==> src/rtl/sonic_v1_15_pcs_eth_10g_mac_rx_st_overflow_fifo.sv <==
// Packet-aware RX overflow FIFO behind the 10G MAC RX timing adapter.
// The upstream cannot be stalled, so packets are truncated or dropped when space runs out.
module sonic_v1_15_pcs_eth_10g_mac_rx_st_overflow_fifo #(
    parameter int DATA_W  = 72,
    parameter int DEPTH   = 16,
    parameter int SOP_BIT = 64,
    parameter int EOP_BIT = 65,
    parameter int ERR_BIT = 69,
    parameter int CNT_W   = 32
) (
    input  logic                     clk,
    input  logic                     reset_n,
    input  logic [DATA_W-1:0]        in_data,
    input  logic                     in_valid,
    output logic                     in_ready,
    output logic [DATA_W-1:0]        out_data,
    output logic                     out_valid,
    input  logic                     out_ready,
    output logic [$clog2(DEPTH):0]   fill_level,
    output logic [CNT_W-1:0]         drop_count
);

    localparam int AW = $clog2(DEPTH);
    localparam logic [AW:0] DEPTH_C = (AW+1)'(DEPTH);
    localparam logic [AW:0] TWO     = (AW+1)'(2);

    typedef enum logic [1:0] {
        IDLE = 2'd0,
        PASS = 2'd1,
        DROP = 2'd2
    } state_t;

    state_t              state;
    state_t              state_nxt;
    logic [DATA_W-1:0]   mem [DEPTH];
    logic [AW-1:0]       wr_ptr;
    logic [AW-1:0]       rd_ptr;
    logic [AW:0]         count;
    logic [AW:0]         free;
    logic                wr_en;
    logic                pop;
    logic                drop_inc;
    logic                in_sop;
    logic                in_eop;
    logic [DATA_W-1:0]   wr_data;

    assign in_sop     = in_data[SOP_BIT];
    assign in_eop     = in_data[EOP_BIT];
    // Room is judged on the start-of-cycle count; a same-cycle pop never helps the write.
    assign free       = DEPTH_C - count;
    assign out_valid  = (count != '0);
    assign out_data   = mem[rd_ptr];
    assign pop        = out_valid && out_ready;
    assign fill_level = count;

    // A packet only starts with two free slots, so a truncating EOP always fits.
    always_comb begin
        wr_en     = 1'b0;
        wr_data   = in_data;
        drop_inc  = 1'b0;
        state_nxt = state;
        if (in_valid) begin
            case (state)
                IDLE: begin
                    if (in_sop) begin
                        if (free >= TWO) begin
                            wr_en     = 1'b1;
                            state_nxt = in_eop ? IDLE : PASS;
                        end else begin
                            drop_inc  = 1'b1;
                            state_nxt = in_eop ? IDLE : DROP;
                        end
                    end
                end
                PASS: begin
                    if (in_eop) begin
                        wr_en     = (free != '0);
                        state_nxt = IDLE;
                    end else if (free >= TWO) begin
                        wr_en     = 1'b1;
                    end else if (free != '0) begin
                        wr_en            = 1'b1;
                        wr_data[EOP_BIT] = 1'b1;
                        wr_data[ERR_BIT] = 1'b1;
                        drop_inc         = 1'b1;
                        state_nxt        = DROP;
                    end
                end
                DROP: begin
                    if (in_eop) begin
                        state_nxt = IDLE;
                    end
                end
                default: state_nxt = IDLE;
            endcase
        end
    end

    always_ff @(posedge clk) begin
        if (!reset_n) begin
            state      <= IDLE;
            wr_ptr     <= '0;
            rd_ptr     <= '0;
            count      <= '0;
            drop_count <= '0;
            in_ready   <= 1'b0;
        end else begin
            state    <= state_nxt;
            in_ready <= 1'b1;
            if (wr_en) begin
                wr_ptr <= wr_ptr + 1'b1;
            end
            if (pop) begin
                rd_ptr <= rd_ptr + 1'b1;
            end
            case ({wr_en, pop})
                2'b10:   count <= count + 1'b1;
                2'b01:   count <= count - 1'b1;
                default: count <= count;
            endcase
            if (drop_inc && (drop_count != '1)) begin
                drop_count <= drop_count + 1'b1;
            end
        end
    end

    always_ff @(posedge clk) begin
        if (reset_n && wr_en) begin
            mem[wr_ptr] <= wr_data;
        end
    end

    a_no_valid_after_reset: assert property (@(posedge clk) !reset_n |=> !in_valid);
    a_count_bound:          assert property (@(posedge clk) count <= DEPTH_C);

endmodule

==> config.mk <==
export PLATFORM = sky130hd
export DESIGN_NAME = sonic_v1_15_pcs_eth_10g_mac_rx_st_overflow_fifo
export DESIGN_NICKNAME = d
export VERILOG_FILES = /design/src/rtl/sonic_v1_15_pcs_eth_10g_mac_rx_st_overflow_fifo.sv
export SDC_FILE = /design/constraint.sdc
export NUM_CORES = 1
export LEC_CHECK = 0
export CORE_MARGIN = 2
export CORE_UTILIZATION = 50
export CTS_CLUSTER_DIAMETER = 80
export DETAILED_ROUTE_END_ITERATION = 7
export PLACE_DENSITY = 0.67
export SYNTH_ARGS = -nofsm -noshare
export SYNTH_HDL_FRONTEND = slang
export SYNTH_SLANG_ARGS = --single-unit
==> constraint.sdc <==
create_clock -name clk -period 15 [get_ports clk]
set_input_delay 2.25 -clock clk [delete_from_list [all_inputs] [get_ports clk]]
set_output_delay 2.25 -clock clk [all_outputs]
set_load 0.02 [all_outputs]
* Word level (Yosys, flattened, before mapping)
Memory sizes are Yosys's and may differ from the RTL's. A register that Yosys moved wholly into a read port is not among the register bits. Index checks and enable logic that the tools add are counted.
Word-level totals: flip-flop bits (word level) 48, RAM bits 1152, bits of input ports 76, output and inout port bits 111, word-level logic and storage cells 67, memories 1
Cells by class: $add $sub $neg 6, magnitude comparators 1, equal/unequal tests 9, multiplexer cells 36, reductions and logical operators 8
Memories:
- mem | depth 16, width 72, read ports 1, clocked after memory_dff 1, write ports 1, RTL line 35 | logic [DATA_W-1:0] mem [DEPTH];
Operator list (number):
- $add 32x1->32 const B | 1
- $ne 32x32->1 const B | 1
- $mux 1 | 23
- $mux 2 | 7
- $pmux 5 s2 | 1
- $reduce_bool 5->1 | 2
- $add 4x1->4 const B | 2
- $mux 4 | 2
- $ne 3x3->1 const B | 2
- $pmux 2 s3 | 1
- $add 5x1->5 const B | 1
- $ge 5x2->1 const B | 1
- $reduce_and 5->1 | 1
- $sub 5x1->5 const B | 1
- $sub 5x5->5 const A | 1
- $eq 2x1->1 const B | 2
- $eq 2x2->1 const B | 2
- $ne 2x2->1 const B | 2
- $pmux 1 s2 | 2
- $logic_and 1x1->1 | 3
- $logic_not 2->1 | 1
- $reduce_bool 2->1 | 1

* Depth between registers and ports, before layout
Gate-level depths: netlist of the first run.
depth after elaboration 10, depth in mapped cells 17, gate-level depth less buffers 16

* Worst setup path before layout of the first run
Ideal clock, no wire load.
path kind input to register, from input in_valid, to memory mem[0][0] (enable), library setup time 0.591 ns, arrival 8.101 ns, data required time 14.409 ns, setup slack 6.308 ns, cell stages on the path 6, path buffers 1, cell sequence nor2b_1 -> nand2_1 -> o22ai_1 -> clkbuf_1 -> nand3_1 -> nor3_1
Between the ends: cells in the longest elaborated chain, start to end 4
Ends and longest elaborated chain:
- start, declared | RTL line 14 | input logic in_valid,
- $mux 1 | RTL line 62 | if (in_valid) begin
- $logic_and 1x1->1 | RTL line 128 | if (reset_n && wr_en) begin
- $mux 1 | RTL line 128
- $mux 1 (not written as such) | RTL line 129 | mem[wr_ptr] <= wr_data;
- end, declared | RTL line 35
Every way passes these cells.

==> key figures, run 1 <==
Status
  • Status: finished clean

Detailed routing
  • Count of routing violations after the opening detailed-route iteration: 2198
  • # DRC: 0
  • Final WL: 99300 microns
  • Average routed wire per standard cell: 28.6 microns
  • Sum of met2 wire segment lengths after detailed routing: 49400 microns
  • Uppermost layer routed: met5
  • First-pass iteration count of the detailed router: 5
  • Via count: 21300
  • Length of routed wiring on met1: 40700 microns
  • Met3 wire len: 7220 microns
  • Post-route ant nets: 0
  • Via/cell ratio: 6.14

Clock tree
  • CTS buffer count: 118
  • Root Buffer: sky130_fd_sc_hd__clkbuf_16
  • Post-cts resize count: 0
  • Worst skew pair latency: 700 ps
  • H-tree levels: 3
  • Number of sinks driven by the clock tree: 1204
  • Number of buffers inserted for hold repair after clock tree synthesis: 0
  • Postcts setup bufs: 0
  • TritonCTS clock tree: yes
  • CTS clock-pin slew for the worst setup and hold paths: 60 ps
  • Clk buf depth: 3

Timing
  • Final worst hold slack: 499 ps
  • Upper clock frequency limit: 134 MHz
  • Final setup TNS: 0 ps
  • Final period util: 49.7%
  • Worst-Margin Slew: 1210 ps
  • Post-route minimum period: 7450 ps
  • Setup repair after global routing missed its margin: no
  • Relative slew slack: 18.9%
  • Final count of hold timing violations: 0
  • Max Slew Vio Count: 0
  • Setup violators final: 0
  • Maximum clock skew at final layout: 25.3 ps

Yosys
  • Netlist area before placement: 45800 sq um
  • Yosys top cell by area: sky130_fd_sc_hd__edfxtp_1
  • Mean post-synth cell area: 23.6 sq um
  • Synthesized-area fraction occupied by adder cells: 0.398%
  • Proportion of synthesized area in mux cells: 17.9%
  • Unique cell type count in the Yosys netlist: 44
  • Flops & latches, synth: 1204
  • Main flop type after synthesis: sky130_fd_sc_hd__edfxtp_1
  • Most repeated cell in the gate-level netlist after synthesis: sky130_fd_sc_hd__edfxtp_1
  • Cell types occupying the most area after synthesis: sky130_fd_sc_hd__edfxtp_1, sky130_fd_sc_hd__mux4_2, sky130_fd_sc_hd__dfxtp_1, sky130_fd_sc_hd__clkbuf_1, sky130_fd_sc_hd__ha_1
  • Complex-gate fraction of the synthesized area: 1.07%
  • Count of flip-flops with a built-in enable after synthesis: 1152
  • Sequential area share after synthesis: 77.7%
  • Cell types with the highest counts after synthesis: sky130_fd_sc_hd__edfxtp_1, sky130_fd_sc_hd__mux4_2, sky130_fd_sc_hd__clkbuf_1
  • Share of the synthesized area in the top cell type: 75.5%
  • Synthesized Nets: 2030
  • Number of instances in the synthesized netlist: 1940
  • Synthesized-area fraction occupied by and/or/nand/nor cells: 1.87%
  • Main combinational cell family by area after synthesis: multiplexers
  • Post-synthesis async set-or-reset flop share: 0%
  • Warnings from Yosys: 0
  • Xor and xnor area share after synthesis: 0.153%

Setup path
  • Startpoint type of the worst setup path: register
  • Classification of the worst setup path: register to output pin
  • Required time reported for the critical path endpoint: 12750 ps
  • Arrival time of data at the critical path endpoint: 5200 ps
  • Crit path capture type: output pin
  • Peak fanout along the critical path: 111

Power and ir drop
  • Power per cell area: 150 nW/um^2
  • IR Drop Worst-Case VDD: 0.128 mV
  • Leakage power of the design: 0.0160 uW
  • Total power: 7990 uW

Run
  • Max_cap viols: 0

Floorplan
  • Area of the die: 94100 sq um
  • Rows: 111
  • Core region area: 91200 sq um
  • Boundary Pins: 187
  • Initial core utilization: 50.2%
  • Height of the die: 307 microns
  • Chip Width: 307 microns

Global route
  • Initial antenna violation count: 7
  • Total gr overflow: 0
  • Maximum number of pins on one net before global-route repair: 162
  • Global-route usage over all layers: 21.4%
  • Vias in the first global route: 22100
  • First-pass GRT wire length: 147000 microns

Worst hold path
  • Class of the tightest hold or removal check: register to register

Placed design
  • Placer Congestion: 0.768
  • Cell count after placement: 3252
  • Port buffer count: 186
  • Post-detailed-placement half-perimeter wirelength: 51400 microns

Final layout
  • Filler cell count in the final layout: 6344
  • Final nets: 2276
  • Final Core Density: 58.3%
  • Area added between synthesis and finish: 16.0%
  • Post-route insts no fill: 3474
  • Fraction of layout cells with a size suffix above 1: 26.2%
==> registers in the layout (all words and copies together) (netlist names), named ones only <==
signal	count
wr_ptr	4
drop_count	32
in_ready	1
rd_ptr	4
fill_level	5
state	2
mem	1152
==> cell type report <==
cell class	instances	area (sq um)	area share, %
Tap cell	1186	1480	2.79
Clock buffer	147	3140	5.91
Clock inverter	71	743	1.40
Timing Repair Buffer	221	2150	4.04
Antenna cell	4	10.0	0.0188
Inverter	15	56.3	0.106
Multi-Input combinational cell	626	9920	18.7
Sequential cell	1204	35600	67.1
==> worst max-delay path, stage by stage (launching register included) <==
cell and delay (ps):
sky130_fd_sc_hd__dfxtp_4 970, sky130_fd_sc_hd__buf_12 760, sky130_fd_sc_hd__buf_4 830, sky130_fd_sc_hd__mux4_2 610, sky130_fd_sc_hd__mux4_2 580, sky130_fd_sc_hd__clkdlybuf4s50_1 590
==> metal layers <==
layer | vias up | track usage (%)
li1 | 8861 | -
met4 | 10 | 5.39
met3 | 137 | 4.25
met2 | 821 | 35.0
met5 | - | 0
met1 | 11500 | 29.9
==> through the flow <==
step / setup slack, ps / cell area [sq um]
final: 7550 / 53200
after global routing: 7110 / 53200
after CTS: 7340 / 53200
after detailed placement: 8090 / 49300
after global placement: 8110 / 49300
after floorplan: 6310 / 45800
==> cell usage in the layout, fill, tap and decap left out, types with 11 or more instances in the layout <==
cell type and count:
sky130_fd_sc_hd__clkinv_1 17, sky130_fd_sc_hd__clkbuf_1 23, sky130_fd_sc_hd__o21ai_0 15, sky130_fd_sc_hd__nand3_1 16
sky130_fd_sc_hd__inv_1 15, sky130_fd_sc_hd__o31ai_1 11, sky130_fd_sc_hd__nand2_1 27, sky130_fd_sc_hd__nand4_1 13
sky130_fd_sc_hd__edfxtp_1 1152, sky130_fd_sc_hd__bufinv_16 12, sky130_fd_sc_hd__mux4_2 360, sky130_fd_sc_hd__or3_1 12
sky130_fd_sc_hd__a21oi_1 30, sky130_fd_sc_hd__nor2_1 20, sky130_fd_sc_hd__ha_1 13, sky130_fd_sc_hd__clkbuf_16 120
sky130_fd_sc_hd__clkinv_2 29, sky130_fd_sc_hd__nor2_4 12, sky130_fd_sc_hd__clkdlybuf4s50_1 186, sky130_fd_sc_hd__buf_4 33
sky130_fd_sc_hd__dfxtp_1 48, sky130_fd_sc_hd__or4_1 14
==> cell families after synthesis <==
group,count (synthesis)
compound gates,76
xor+xnor,8
fa+ha+maj,14
buf+inv,110
flops,1204
mux,369
simple gates,159
==> power by group <==
part	internal (uW)	switching (uW)	leakage (uW)	total [uW]
clock network	1700	1230	0.00191	2930
registers	3750	57.3	0.0108	3800
logic	647	612	0.00329	1260
==> final timing paths <==
check | startpoint | end | slack [ps] | cells past startpoint
max reg2reg | fill_level[0] | mem[14][42] | 10320 | 11
min reg2reg | drop_count[31] | drop_count[31] | 500 | 2
max | register | out_data[69] | 7550 | 5
min | drop_count[31] | drop_count[31] | 500 | 2
Note: power is estimated with default switching activity, not from simulation.
==> inputs of run 2 (changes only) <==
- clock period: 15 -> 7.6 ns (I/O delays scaled with it)
==> run 2 against run 1 <==
Register-to-register slack worse by 7200 ps. Setup slack worse by 5200 ps. Highest routed layer unchanged. Clock-buffer cell count down 8. Combinational power up 100%. Core utilization about the same. Clock power up 92%.
==> key figures, run 2 (synthesis results as in run 1) <==
Final layout
  • Area added between synthesis and finish: 15.9% (about the same)
  • Post-Layout Inst Area: 53100 sq um (about the same)
  • Final nets: 2282 (+0.26%)
  • Most used cells in the layout excluding fill and tap cells: sky130_fd_sc_hd__edfxtp_1, sky130_fd_sc_hd__mux4_2, sky130_fd_sc_hd__clkdlybuf4s50_1
  • Area occupied by multi-input gates: 9950 sq um (+0.25%)
  • Filler cell count in the final layout: 6358 (+0.22%)
  • Most common cell after layout, fill and taps aside: sky130_fd_sc_hd__edfxtp_1
  • Area taken by flip-flops and latches: 35600 sq um (unchanged)
  • Largest Register: mem
  • Fraction of layout cells with a size suffix above 1: 25.7% (-0.45 points)
  • Flip-flop count of the largest register, all copies and words added: 1152 (unchanged)

Setup path
  • Crit path capture type: output pin
  • Cell family with most CP delay: buffers and inverters
  • Arrival time of data at the critical path endpoint: 4150 ps (-1050 ps)
  • RR Endpoint: fill_level[4]
  • Buffer and inverter count on the worst path: 2 (-1)
  • Worst-path cell with the longest stage delay: sky130_fd_sc_hd__dfxtp_4
  • Worst-path cell chain: buf_12 > mux4_2 > mux4_2 > clkdlybuf4s50_1
  • Worst reg-to-reg setup slack: 3080 ps (-7240 ps)
  • Cell count along the critical path: 4 (-1)
  • Classification of the worst setup path: register to output pin
  • Stage delay of the slowest cell on the critical path: 840 ps (-130 ps)
  • Reg2reg start: fill_level[0]
  • Startpoint type of the worst setup path: register
  • Required time reported for the critical path endpoint: 6460 ps (-6290 ps)
  • Peak fanout along the critical path: 103 (-7.2%)
  • Length in cells of the worst reg-to-reg path: 17 (+6)
  • Most repeated library cell on the critical path: sky130_fd_sc_hd__mux4_2

Timing
  • Final period util: 69.6%
  • Final worst hold slack: 506 ps (+7.50 ps)
  • Relative slew slack: 20.1% (+1.2 points)
  • Worst-Margin Slew: 1200 ps (-18.2 ps)
  • Maximum clock skew at final layout: 21.8 ps (-3.54 ps)
  • Final count of hold timing violations: 0 (unchanged)
  • Upper clock frequency limit: 189 MHz
  • Post-route minimum period: 5290 ps
  • Max Slew Vio Count: 0 (unchanged)
  • Setup violators final: 0 (unchanged)
  • Setup repair after global routing missed its margin: no
  • Final setup TNS: 0 ps (unchanged)

Status
  • Status: finished clean

Worst hold path
  • Number of instances on the worst hold path: 2 (unchanged)
  • Class of the tightest hold or removal check: register to register
  • Hold endpoint: drop_count[31]
  • Hold Path Origin: drop_count[31]

Clock tree
  • TritonCTS clock tree: yes
  • CTS buffer count: 117 (-0.85%)
  • CTS clock-pin slew for the worst setup and hold paths: 60 ps (about the same)
  • H-tree levels: 3 (unchanged)
  • Root Buffer: sky130_fd_sc_hd__clkbuf_16
  • Number of sinks driven by the clock tree: 1204 (unchanged)
  • Worst skew pair latency: 700 ps (about the same)
  • Clk buf depth: 3 (unchanged)
  • Post-cts resize count: 0 (unchanged)
  • Postcts setup bufs: 0 (unchanged)
  • Number of buffers inserted for hold repair after clock tree synthesis: 0 (unchanged)

Placed design
  • Placer Congestion: 0.783 (+2.0%)
  • Post-detailed-placement half-perimeter wirelength: 56600 microns (+10%)
  • Port buffer count: 186 (unchanged)
  • Cell Area, Placed: 49400 sq um (+0.28%)

Floorplan
  • Rows: 111 (unchanged)
  • Area of the die: 94100 sq um (unchanged)
  • Height of the die: 307 microns (unchanged)
  • Chip Width: 307 microns (unchanged)
  • Core region area: 91200 sq um (unchanged)
  • Initial core utilization: 50.2% (unchanged)
  • Boundary Pins: 187 (unchanged)

Global route
  • Vias in the first global route: 21900 (-1.1%)
  • Maximum number of pins on one net before global-route repair: 123 (-24%)
  • Initial antenna violation count: 8 (+1)
  • Total gr overflow: 0 (unchanged)
  • Global-route usage over all layers: 21.3% (-0.11 points)
  • First-pass GRT wire length: 146000 microns (-0.54%)

Detailed routing
  • Final WL: 99400 microns (+0.14%)
  • Via/cell ratio: 6.10 (-0.74%)
  • Average routed wire per standard cell: 28.6 microns (about the same)
  • Count of routing violations after the opening detailed-route iteration: 2315 (+5.3%)
  • Post-route ant nets: 0 (unchanged)
  • Via count: 21200 (-0.54%)
  • # DRC: 0 (unchanged)
  • First-pass iteration count of the detailed router: 5 (unchanged)

Power and ir drop
  • IR Drop Worst-Case VDD: 0.219 mV (+72%)
  • Leakage power of the design: 0.0159 uW (-0.36%)
  • Power per cell area: 295 nW/um^2 (+96%)

Run
  • Max_cap viols: 0 (unchanged)
-- run 2: cell types whose count changed in the layout (fill, tap and decap cells not counted), moves of 3 or more --
cell                       delta
sky130_fd_sc_hd__nor3_4       +4
sky130_fd_sc_hd__clkinv_1    +19
sky130_fd_sc_hd__clkbuf_8     -4
sky130_fd_sc_hd__clkinv_2     -8
sky130_fd_sc_hd__buf_12       +5
sky130_fd_sc_hd__clkinv_8     -3
sky130_fd_sc_hd__nor3_2       -4
-- run 2: worst reg2reg max path: stages (launching register included) --
cell and delay, ps:
sky130_fd_sc_hd__dfxtp_1 470, sky130_fd_sc_hd__inv_1 150, sky130_fd_sc_hd__ha_1 270, sky130_fd_sc_hd__nor3b_1 150, sky130_fd_sc_hd__ha_1 330, sky130_fd_sc_hd__nand2b_1 100, sky130_fd_sc_hd__a2111oi_4 650, sky130_fd_sc_hd__o22ai_1 240
sky130_fd_sc_hd__buf_4 240, sky130_fd_sc_hd__inv_1 90, sky130_fd_sc_hd__ha_1 230, sky130_fd_sc_hd__inv_1 100, sky130_fd_sc_hd__fa_1 390, sky130_fd_sc_hd__nor2b_1 170, sky130_fd_sc_hd__o21ai_0 110, sky130_fd_sc_hd__and3_1 210
sky130_fd_sc_hd__or4_1 400, sky130_fd_sc_hd__a21oi_1 150
-- run 2: worst max-delay path by stage --
stage | startpoint | end | slack [ps]
global placement | in_data[64] | mem[7][7] | 2440
global route | register | out_data[25] | 2030
CTS | register | out_data[25] | 2160
floorplan | fill_level[0] | mem[15][0] | 1800
detailed placement | in_data[64] | mem[7][5] | 2420
finish | register | out_data[25] | 2310
-- run 2: metal layers --
layer / wire (microns) / vias to the layer above / GRT usage (%) / part of all wire [%]
li1: - / 8873 / - / -
met1: 41400 / 11300 / 31.2 / 42
met2: 47500 / 891 / 33.0 / 48
met3: 8750 / 128 / 4.82 / 8.8
met4: 1740 / 6 / 5.10 / 1.8
met5: 40 / - / 0 / 0.040
-- run 2: metrics by stage --
| stage | cells | setup slack (ps) | power, uW | util, % |
|---|---|---|---|---|
| 6_report | 3481 | 2310 | 15700 | 58.2 |
| 5_1_grt | 3480 | 2030 | 16200 | 58.2 |
| 4_1_cts | 3479 | 2160 | 15800 | 58.2 |
| 3_5_place_dp | 3259 | 2420 | 10200 | 54.1 |
| 3_3_place_gp | 3259 | 2440 | 10200 | 54.1 |
| 2_1_floorplan | 1940 | 1800 | 9290 | - |
-- run 2: where the power goes --
| part | switching [uW] | internal (uW) | total [uW] |
|---|---|---|---|
| Clock | 2430 | 3190 | 5620 |
| Combinational | 1280 | 1290 | 2570 |
| Sequential | 103 | 7390 | 7500 |
| Total | 3810 | 11900 | 15700 |
-- run 2: layout make-up --
class	count	share of cell area [%]
inverters	15	0.106
repair buffers	228	4.26
diodes	2	0.00942
flip-flops and latches	1204	67.1
multi-input cells	626	18.7
clock inverters	81	1.32
clock buffers	139	5.70
well taps	1186	2.79
